File: src/rtl/pcie_tx_req_arb.sv
// Arbitrates PRP MRd, DMA MRd and DMA MWr requests onto one TX TLP request port (PCIE_TX_ARB_PRP_PRIO_EN: PRP strict priority).
// Latency 1 cycle from request to tx_req; the grant is held until tx_req_ack, and MWr holds off new grants until its last payload beat.
module pcie_tx_req_arb #(
  parameter int C_PCIE_ADDR_WIDTH = 48
) (
  input  logic                         pcie_user_clk,
  input  logic                         pcie_user_rst,

  input  logic                         tx_prp_mrd_req,
  input  logic [7:0]                   tx_prp_mrd_tag,
  input  logic [12:2]                  tx_prp_mrd_len,
  input  logic [C_PCIE_ADDR_WIDTH-1:2] tx_prp_mrd_addr,
  output logic                         tx_prp_mrd_req_ack,

  input  logic                         tx_dma_mrd_req,
  input  logic [7:0]                   tx_dma_mrd_tag,
  input  logic [12:2]                  tx_dma_mrd_len,
  input  logic [C_PCIE_ADDR_WIDTH-1:2] tx_dma_mrd_addr,
  output logic                         tx_dma_mrd_req_ack,

  input  logic                         tx_dma_mwr_req,
  input  logic [7:0]                   tx_dma_mwr_tag,
  input  logic [12:2]                  tx_dma_mwr_len,
  input  logic [C_PCIE_ADDR_WIDTH-1:2] tx_dma_mwr_addr,
  output logic                         tx_dma_mwr_req_ack,
  output logic                         tx_dma_mwr_data_last,

  output logic                         tx_req,
  output logic [1:0]                   tx_type,
  output logic [7:0]                   tx_tag,
  output logic [12:2]                  tx_len,
  output logic [C_PCIE_ADDR_WIDTH-1:2] tx_addr,
  input  logic                         tx_req_ack,
  input  logic                         tx_mwr_data_last,
  output logic                         tx_mwr_busy
);

  typedef enum logic [1:0] {
    IDLE     = 2'd0,
    REQ      = 2'd1,
    MWR_DATA = 2'd2
  } state_t;

  localparam logic [1:0] TYPE_PRP = 2'b00;
  localparam logic [1:0] TYPE_MRD = 2'b01;
  localparam logic [1:0] TYPE_MWR = 2'b10;

  state_t                         state;
  logic [1:0]                     rr_ptr;
  logic [2:0]                     req_vec;
  logic                           win_vld;
  logic [1:0]                     win_idx;
  logic [1:0]                     rr_ptr_nxt;
  logic [7:0]                     win_tag;
  logic [12:2]                    win_len;
  logic [C_PCIE_ADDR_WIDTH-1:2]   win_addr;
  logic                           ack_ok;

  assign req_vec = {tx_dma_mwr_req, tx_dma_mrd_req, tx_prp_mrd_req};
  assign win_vld = |req_vec;

`ifdef PCIE_TX_ARB_PRP_PRIO_EN
  // PRP always wins; rr_ptr only ever selects between the two DMA queues
  always_comb begin
    win_idx = TYPE_PRP;
    if (req_vec[0])
      win_idx = TYPE_PRP;
    else if (req_vec[1] && req_vec[2])
      win_idx = (rr_ptr == TYPE_MWR) ? TYPE_MWR : TYPE_MRD;
    else if (req_vec[1])
      win_idx = TYPE_MRD;
    else if (req_vec[2])
      win_idx = TYPE_MWR;
  end

  always_comb begin
    rr_ptr_nxt = rr_ptr;
    if (win_idx == TYPE_MRD)
      rr_ptr_nxt = TYPE_MWR;
    else if (win_idx == TYPE_MWR)
      rr_ptr_nxt = TYPE_MRD;
  end
`else
  always_comb begin
    win_idx = TYPE_PRP;
    case (rr_ptr)
      TYPE_PRP: begin
        if      (req_vec[0]) win_idx = TYPE_PRP;
        else if (req_vec[1]) win_idx = TYPE_MRD;
        else if (req_vec[2]) win_idx = TYPE_MWR;
      end
      TYPE_MRD: begin
        if      (req_vec[1]) win_idx = TYPE_MRD;
        else if (req_vec[2]) win_idx = TYPE_MWR;
        else if (req_vec[0]) win_idx = TYPE_PRP;
      end
      default: begin
        if      (req_vec[2]) win_idx = TYPE_MWR;
        else if (req_vec[0]) win_idx = TYPE_PRP;
        else if (req_vec[1]) win_idx = TYPE_MRD;
      end
    endcase
  end

  always_comb begin
    rr_ptr_nxt = TYPE_PRP;
    case (win_idx)
      TYPE_PRP: rr_ptr_nxt = TYPE_MRD;
      TYPE_MRD: rr_ptr_nxt = TYPE_MWR;
      default:  rr_ptr_nxt = TYPE_PRP;
    endcase
  end
`endif

  always_comb begin
    win_tag  = tx_prp_mrd_tag;
    win_len  = tx_prp_mrd_len;
    win_addr = tx_prp_mrd_addr;
    case (win_idx)
      TYPE_MRD: begin
        win_tag  = tx_dma_mrd_tag;
        win_len  = tx_dma_mrd_len;
        win_addr = tx_dma_mrd_addr;
      end
      TYPE_MWR: begin
        win_tag  = tx_dma_mwr_tag;
        win_len  = tx_dma_mwr_len;
        win_addr = tx_dma_mwr_addr;
      end
      default: ;
    endcase
  end

  // Registered tx_type doubles as the grant, so acks need no extra state
  assign ack_ok               = tx_req_ack && (state == REQ) && !pcie_user_rst;
  assign tx_prp_mrd_req_ack   = ack_ok && (tx_type == TYPE_PRP);
  assign tx_dma_mrd_req_ack   = ack_ok && (tx_type == TYPE_MRD);
  assign tx_dma_mwr_req_ack   = ack_ok && (tx_type == TYPE_MWR);
  assign tx_dma_mwr_data_last = tx_mwr_data_last && (state == MWR_DATA) && !pcie_user_rst;

  always_ff @(posedge pcie_user_clk) begin
    if (pcie_user_rst) begin
      state       <= IDLE;
      rr_ptr      <= TYPE_PRP;
      tx_req      <= 1'b0;
      tx_type     <= TYPE_PRP;
      tx_tag      <= '0;
      tx_len      <= '0;
      tx_addr     <= '0;
      tx_mwr_busy <= 1'b0;
    end else begin
      case (state)
        IDLE: begin
          if (win_vld) begin
            tx_req  <= 1'b1;
            tx_type <= win_idx;
            tx_tag  <= win_tag;
            tx_len  <= win_len;
            tx_addr <= win_addr;
            rr_ptr  <= rr_ptr_nxt;
            state   <= REQ;
          end
        end
        REQ: begin
          if (tx_req_ack) begin
            tx_req <= 1'b0;
            if (tx_type == TYPE_MWR) begin
              tx_mwr_busy <= 1'b1;
              state       <= MWR_DATA;
            end else begin
              state <= IDLE;
            end
          end
        end
        MWR_DATA: begin
          if (tx_mwr_data_last) begin
            tx_mwr_busy <= 1'b0;
            state       <= IDLE;
          end
        end
        default: state <= IDLE;
      endcase
    end
  end

endmodule

File: config.mk
export PLATFORM = sky130hd
export DESIGN_NAME = pcie_tx_req_arb
export DESIGN_NICKNAME = d
export VERILOG_FILES = /design/src/rtl/pcie_tx_req_arb.sv
export SDC_FILE = /design/constraint.sdc
export NUM_CORES = 1
export LEC_CHECK = 0
export CAP_MARGIN = 10
export CORE_ASPECT_RATIO = 1.1
export CORE_MARGIN = 10
export CORE_UTILIZATION = 40
export CTS_CLUSTER_DIAMETER = 50
export CTS_CLUSTER_SIZE = 14
export DETAILED_ROUTE_END_ITERATION = 8
export DONT_BUFFER_PORTS = 1
export GPL_ROUTABILITY_DRIVEN = 0
export MAX_ROUTING_LAYER = met4
export RECOVER_POWER = 50
export REMOVE_ABC_BUFFERS = 1
export SETUP_SLACK_MARGIN = 0.15
export SKIP_CTS_REPAIR_TIMING = 1
export SYNTH_ARGS = -nofsm -noshare
export SYNTH_HDL_FRONTEND = slang
export SYNTH_SLANG_ARGS = --single-unit
File: constraint.sdc
create_clock -name pcie_user_clk -period 3.55 [get_ports pcie_user_clk]
set_input_delay 0.71 -clock pcie_user_clk [delete_from_list [all_inputs] [get_ports pcie_user_clk]]
set_output_delay 0.71 -clock pcie_user_clk [all_outputs]
set_load 0.02 [all_outputs]
# ---- Word-level counts from Yosys, hierarchy flattened
# Cells that the tools add are included.
dict set report op_classes {
  n_eq_ne 11
  reduce_logical 19
  muxes 23
}
# op n
set ops {}
lappend ops {{$pmux W46 S2} 1}
lappend ops {{$pmux W11 S2} 1}
lappend ops {{$mux W2} 8}
lappend ops {{$pmux W8 S2} 1}
lappend ops {{$eq A2 B1 Y1 const B} 4}
lappend ops {{$logic_not A2 Y1} 4}
lappend ops {{$pmux W2 S2} 2}
lappend ops {{$logic_and A1 B1 Y1} 7}
lappend ops {{$mux W1} 7}
lappend ops {{$eq A2 B2 Y1 const B} 3}
lappend ops {{$ne A2 B2 Y1 const B} 3}
lappend ops {{$pmux W2 S3} 1}
lappend ops {{$reduce_and A3 Y1} 2}
lappend ops {{$pmux W1 S2} 2}
lappend ops {{$reduce_and A4 Y1} 1}
lappend ops {{$reduce_bool A2 Y1} 2}
lappend ops {{$reduce_or A3 Y1} 1}
lappend ops {{$ne A2 B1 Y1 const B} 1}
lappend ops {{$reduce_and A2 Y1} 1}
lappend ops {{$logic_not A1 Y1} 1}
dict set report word_totals {
  regBits 73
}

# ---- Depth between registers and ports, before layout
dict set report logic_depth {
  ltp_word 6
  mapped_depth 9
  ltp_nobuf 7
}

# ---- Least setup slack after synthesis
# No wires, ideal clock.
dict set report synth_timing {
  path_kind {in2out}
  from {input port pcie_user_rst}
  to {output port tx_dma_mrd_req_ack}
  t_arrival_ns 1.668
  stages 2
  required_time_ns 2.840
  slack_ns 1.172
  path_cell_list {clkbuf_1 -> nor4b_1}
}
dict set report synth_between {
  elab_chain_len 3
}
# item line
set synth_rtl {}
lappend synth_rtl {{start: declaration} 7} ;# input logic pcie_user_rst,
lappend synth_rtl {{$logic_not A1 Y1} 135} ;# assign ack_ok = tx_req_ack && (state == REQ) && !pcie_user_rst;
lappend synth_rtl {{$logic_and A1 B1 Y1} 135}
lappend synth_rtl {{$logic_and A1 B1 Y1} 137} ;# assign tx_dma_mrd_req_ack = ack_ok && (tx_type == TYPE_MRD);
lappend synth_rtl {{end: declaration} 19} ;# output logic tx_dma_mrd_req_ack,
# Every way passes these cells.

# ---- Final worst setup path
dict set report layout_timing {
  from {input port tx_prp_mrd_req}
  to {register tx_addr[2] (netlist bit)}
}
dict set report layout_between {
  elab_chain_len 5
  word_cells_on_any_way 9
  classes_between {2 x eq/ne; 5 x mux; 2 x reduce/logical}
}
# item line
set layout_rtl {}
lappend layout_rtl {{start: declaration} 9} ;# input logic tx_prp_mrd_req,
lappend layout_rtl {{$mux W1} 99} ;# else if (req_vec[0]) win_idx = TYPE_PRP;
lappend layout_rtl {{$mux W2} 98} ;# if (req_vec[2]) win_idx = TYPE_MWR;
lappend layout_rtl {{$pmux W2 S2 (*)} 86} ;# case (rr_ptr)
lappend layout_rtl {{via win_idx[0]} 52} ;# logic [1:0] win_idx;
lappend layout_rtl {{$eq A2 B2 Y1 / $eq A2 B1 Y1 (equally long branches)} 119} ;# case (win_idx)
lappend layout_rtl {{$pmux W46 S2 (*)} 119}
lappend layout_rtl {{end signal: assignment} 159} ;# tx_addr <= win_addr;
lappend layout_rtl {{end: declaration} 32} ;# output logic [C_PCIE_ADDR_WIDTH-1:2] tx_addr,
# Mark *: on every way through the listed nets, which the timed path passes. The rest lies on a longest branch.
# A chain may end at the register's enable or synchronous reset.

==> results.sh <==
export IMPL_hold_violations=0
export IMPL_synth_seq_cells=73
export IMPL_portBuffers=0
export IMPL_vias=3250
export IMPL_crit_buf_inv=1
export IMPL_drive_above_1_share_pct=7.77
export IMPL_leakagePower_nw=1.45
export IMPL_crit_family="compound AO/OA/AOI/OAI gates"
export IMPL_syn_inst=417
export IMPL_fin_util_pct=44.0
export IMPL_r2r_start="rr_ptr[0]"
export IMPL_die_h_um=119
export IMPL_maxCapViolCount=0
export IMPL_r2r_cells=8
export IMPL_cts_sinks=73
export IMPL_insertion_delay_ns=0.33
export IMPL_yosysWarnings=0
export IMPL_fin_crit_sh_pct=70.6
export IMPL_synthArstFlopShare_pct=0
export IMPL_htreeDepth=3
export IMPL_cp_arrival_ns=2.78
export IMPL_design_area_mm2=0.00388
export IMPL_ios=275
export IMPL_dp_hpwl_um=9710
export IMPL_hold_depth=1
export IMPL_relSlewSlack_pct=39.5
export IMPL_drc=0
export IMPL_reg2reg_slack_ns=1.13
export IMPL_track_usage_pct=18.4
export IMPL_holdPathEnd="state[0]"
export IMPL_grt_pass1_wl_um=18900
export IMPL_final_setup_tns_ns=0
export IMPL_wl_um=12600
export IMPL_die_x_um=110
export IMPL_antenna_found_initial=0
export IMPL_worstHoldPathType="input pin to register"
export IMPL_cp_slowest_stage_delay_ns=0.56
export IMPL_cts_buffer_depth=2
export IMPL_crit_fanout=29
export IMPL_synth_distinct_cells=33
export IMPL_drt_first_pass_iters=4
export IMPL_crit_chain="nor2b_1 > o22ai_1 > and2_1 > ha_2 > buf_4 > a22oi_1 > a21oi_1 > a22o_1"
export IMPL_finalCriticalPeriod_ns=2.50
export IMPL_syn_cell_area_mm2=0.00359
export IMPL_cts_root_buf="clkbuf_8"
export IMPL_synth_edf_count=0
export IMPL_status="completed"
export IMPL_clock_skew_final_ns=0.00758
export IMPL_routedWlPerCell_um=24.6
export IMPL_clkTransAtPathRegs_ns=0.07
export IMPL_yosysSeqAreaShare_pct=40.7
export IMPL_drv_slew=0
export IMPL_slowest_stage="ha_2"
export IMPL_cts_made_buffers=9
export IMPL_synth_area_per_cell_um2=8.60
export IMPL_grt_pass1_vias=3422
export IMPL_ys_flop_type="dfxtp_1"
export IMPL_via_per_inst=6.34
export IMPL_grt_max_degree=80
export IMPL_critPathRequiredTime_ns=3.82
export IMPL_cts_tree="built"
export IMPL_timing_rr_end="tx_addr[2]"
export IMPL_diodes=0
export IMPL_startpoint_type="input pin"
export IMPL_power_density_mw_per_mm2=621
export IMPL_ant_nets=0
export IMPL_nNetsFinal=600
export IMPL_rows=36
export IMPL_hold_start="pcie_user_rst"
export IMPL_start_util_pct=40.6
export IMPL_core_region_area_mm2=0.00883
export IMPL_cp_end_kind="register"
export IMPL_syn_to_final_growth_pct=8.23
export IMPL_floorplan_die_area_mm2=0.0132
export IMPL_rsz0062_at_grt="false"
export IMPL_setup_viol=0
export IMPL_placed_area_mm2=0.00363
export IMPL_overflow=0
export IMPL_tightest_slew_ns=0.899
export IMPL_fmax_mhz=399
export IMPL_drt_iter0_markers=164
export IMPL_worstSetupPathType="input pin to register"
export IMPL_peakVddDrop_mv=0.228
export IMPL_fill_cells=901
## metal layers
| layer | share of wire (%) | GRT usage (%) |
|---|---|---|
| met1 | 38 | 20.6 |
| met2 | 51 | 30.1 |
| met3 | 10 | 7.07 |
| met4 | 0.75 | 4.26 |
| met5 | 0 | - |
## layout make-up
class,instances,area [µm²],share of cell area [%]
flip-flops and latches,73,1460,37.6
well taps,114,143,3.67
inverters,1,3.75,0.0967
repair buffers,9,80.1,2.06
clock buffers,12,155,4.00
multi-input cells,300,1940,50.0
clock inverters,4,98.8,2.55
## sequential cells by signal (all words and copies together) (netlist names)
| signal | count |
|---|---|
| tx_addr | 46 |
| tx_len | 11 |
| tx_tag | 8 |
| rr_ptr | 2 |
| state | 2 |
| tx_type | 2 |
| tx_mwr_busy | 1 |
| tx_req | 1 |
## cells by family (layout without fill, tap and decap cells)
logic type	Yosys count	count (layout)	synth area share [%]
compound gates	208	208	41.0
simple gates	88	88	11.0
flops	73	73	40.7
buf+inv	44	26	5.89
fa+ha+maj	4	4	1.40
## through the flow
stage	worst slack, ns	hold slack, ns	power (mW)	std cells
2_1_floorplan	-0.231	0.448	1.49	374
3_3_place_gp	0.857	0.469	1.61	497
3_5_place_dp	0.726	0.466	1.62	497
4_1_cts	1.07	0.417	2.45	513
5_1_grt	0.870	0.407	2.55	513
6_report	1.05	0.442	2.41	513
## worst max-delay path by stage
stage / start / endpoint / cells past startpoint
after floorplan: tx_prp_mrd_req / tx_addr[10] / 6
after global placement: tx_prp_mrd_req / tx_addr[2] / 8
after detailed placement: tx_prp_mrd_req / tx_addr[2] / 8
after CTS: tx_prp_mrd_req / tx_addr[2] / 8
after global routing: tx_prp_mrd_req / tx_addr[2] / 8
final: tx_prp_mrd_req / tx_addr[2] / 8
## power by group
group | leakage (nW) | total, mW | internal, mW | switching [mW]
Combinational | 0.722 | 0.460 | 0.198 | 0.262
Sequential | 0.603 | 1.14 | 0.924 | 0.213
Clock | 0.127 | 0.815 | 0.508 | 0.307
## synth_stat cells (2+ instances only)
cell type / number / area (µm²)
nand2_1: 2 / 7.51
a21oi_1: 69 / 345
buf_2: 4 / 20.0
buf_6: 4 / 45.0
and2_1: 2 / 12.5
nor2b_1: 2 / 12.5
dfxtp_1: 73 / 1460
clkbuf_1: 23 / 86.3
a22o_1: 65 / 569
a32o_1: 2 / 20.0
nor4b_1: 2 / 17.5
o21ai_0: 2 / 10.0
a22oi_1: 66 / 495
nor2_1: 68 / 255
buf_1: 9 / 33.8
nand3_1: 2 / 10.0
ha_1: 4 / 50.1
buf_4: 3 / 22.5
## layout by cell type, fill, tap and decap left out, types with 3 or more instances in the layout
master,n
buf_4,8
nor2_1,68
clkbuf_8,11
dfxtp_1,73
bufinv_16,3
a22o_1,65
a21oi_1,69
a22oi_1,66
## worst register-to-register path, cell delays in order (launching register included)
cell and delay, ns:
dfxtp_1 0.32, nor2b_1 0.15, o22ai_1 0.14, nand2_1 0.17, ha_2 0.59, buf_4 0.49, a22oi_1 0.13, a21oi_1 0.22
a22o_1 0.15
Note: power is estimated with default switching activity, not from simulation.
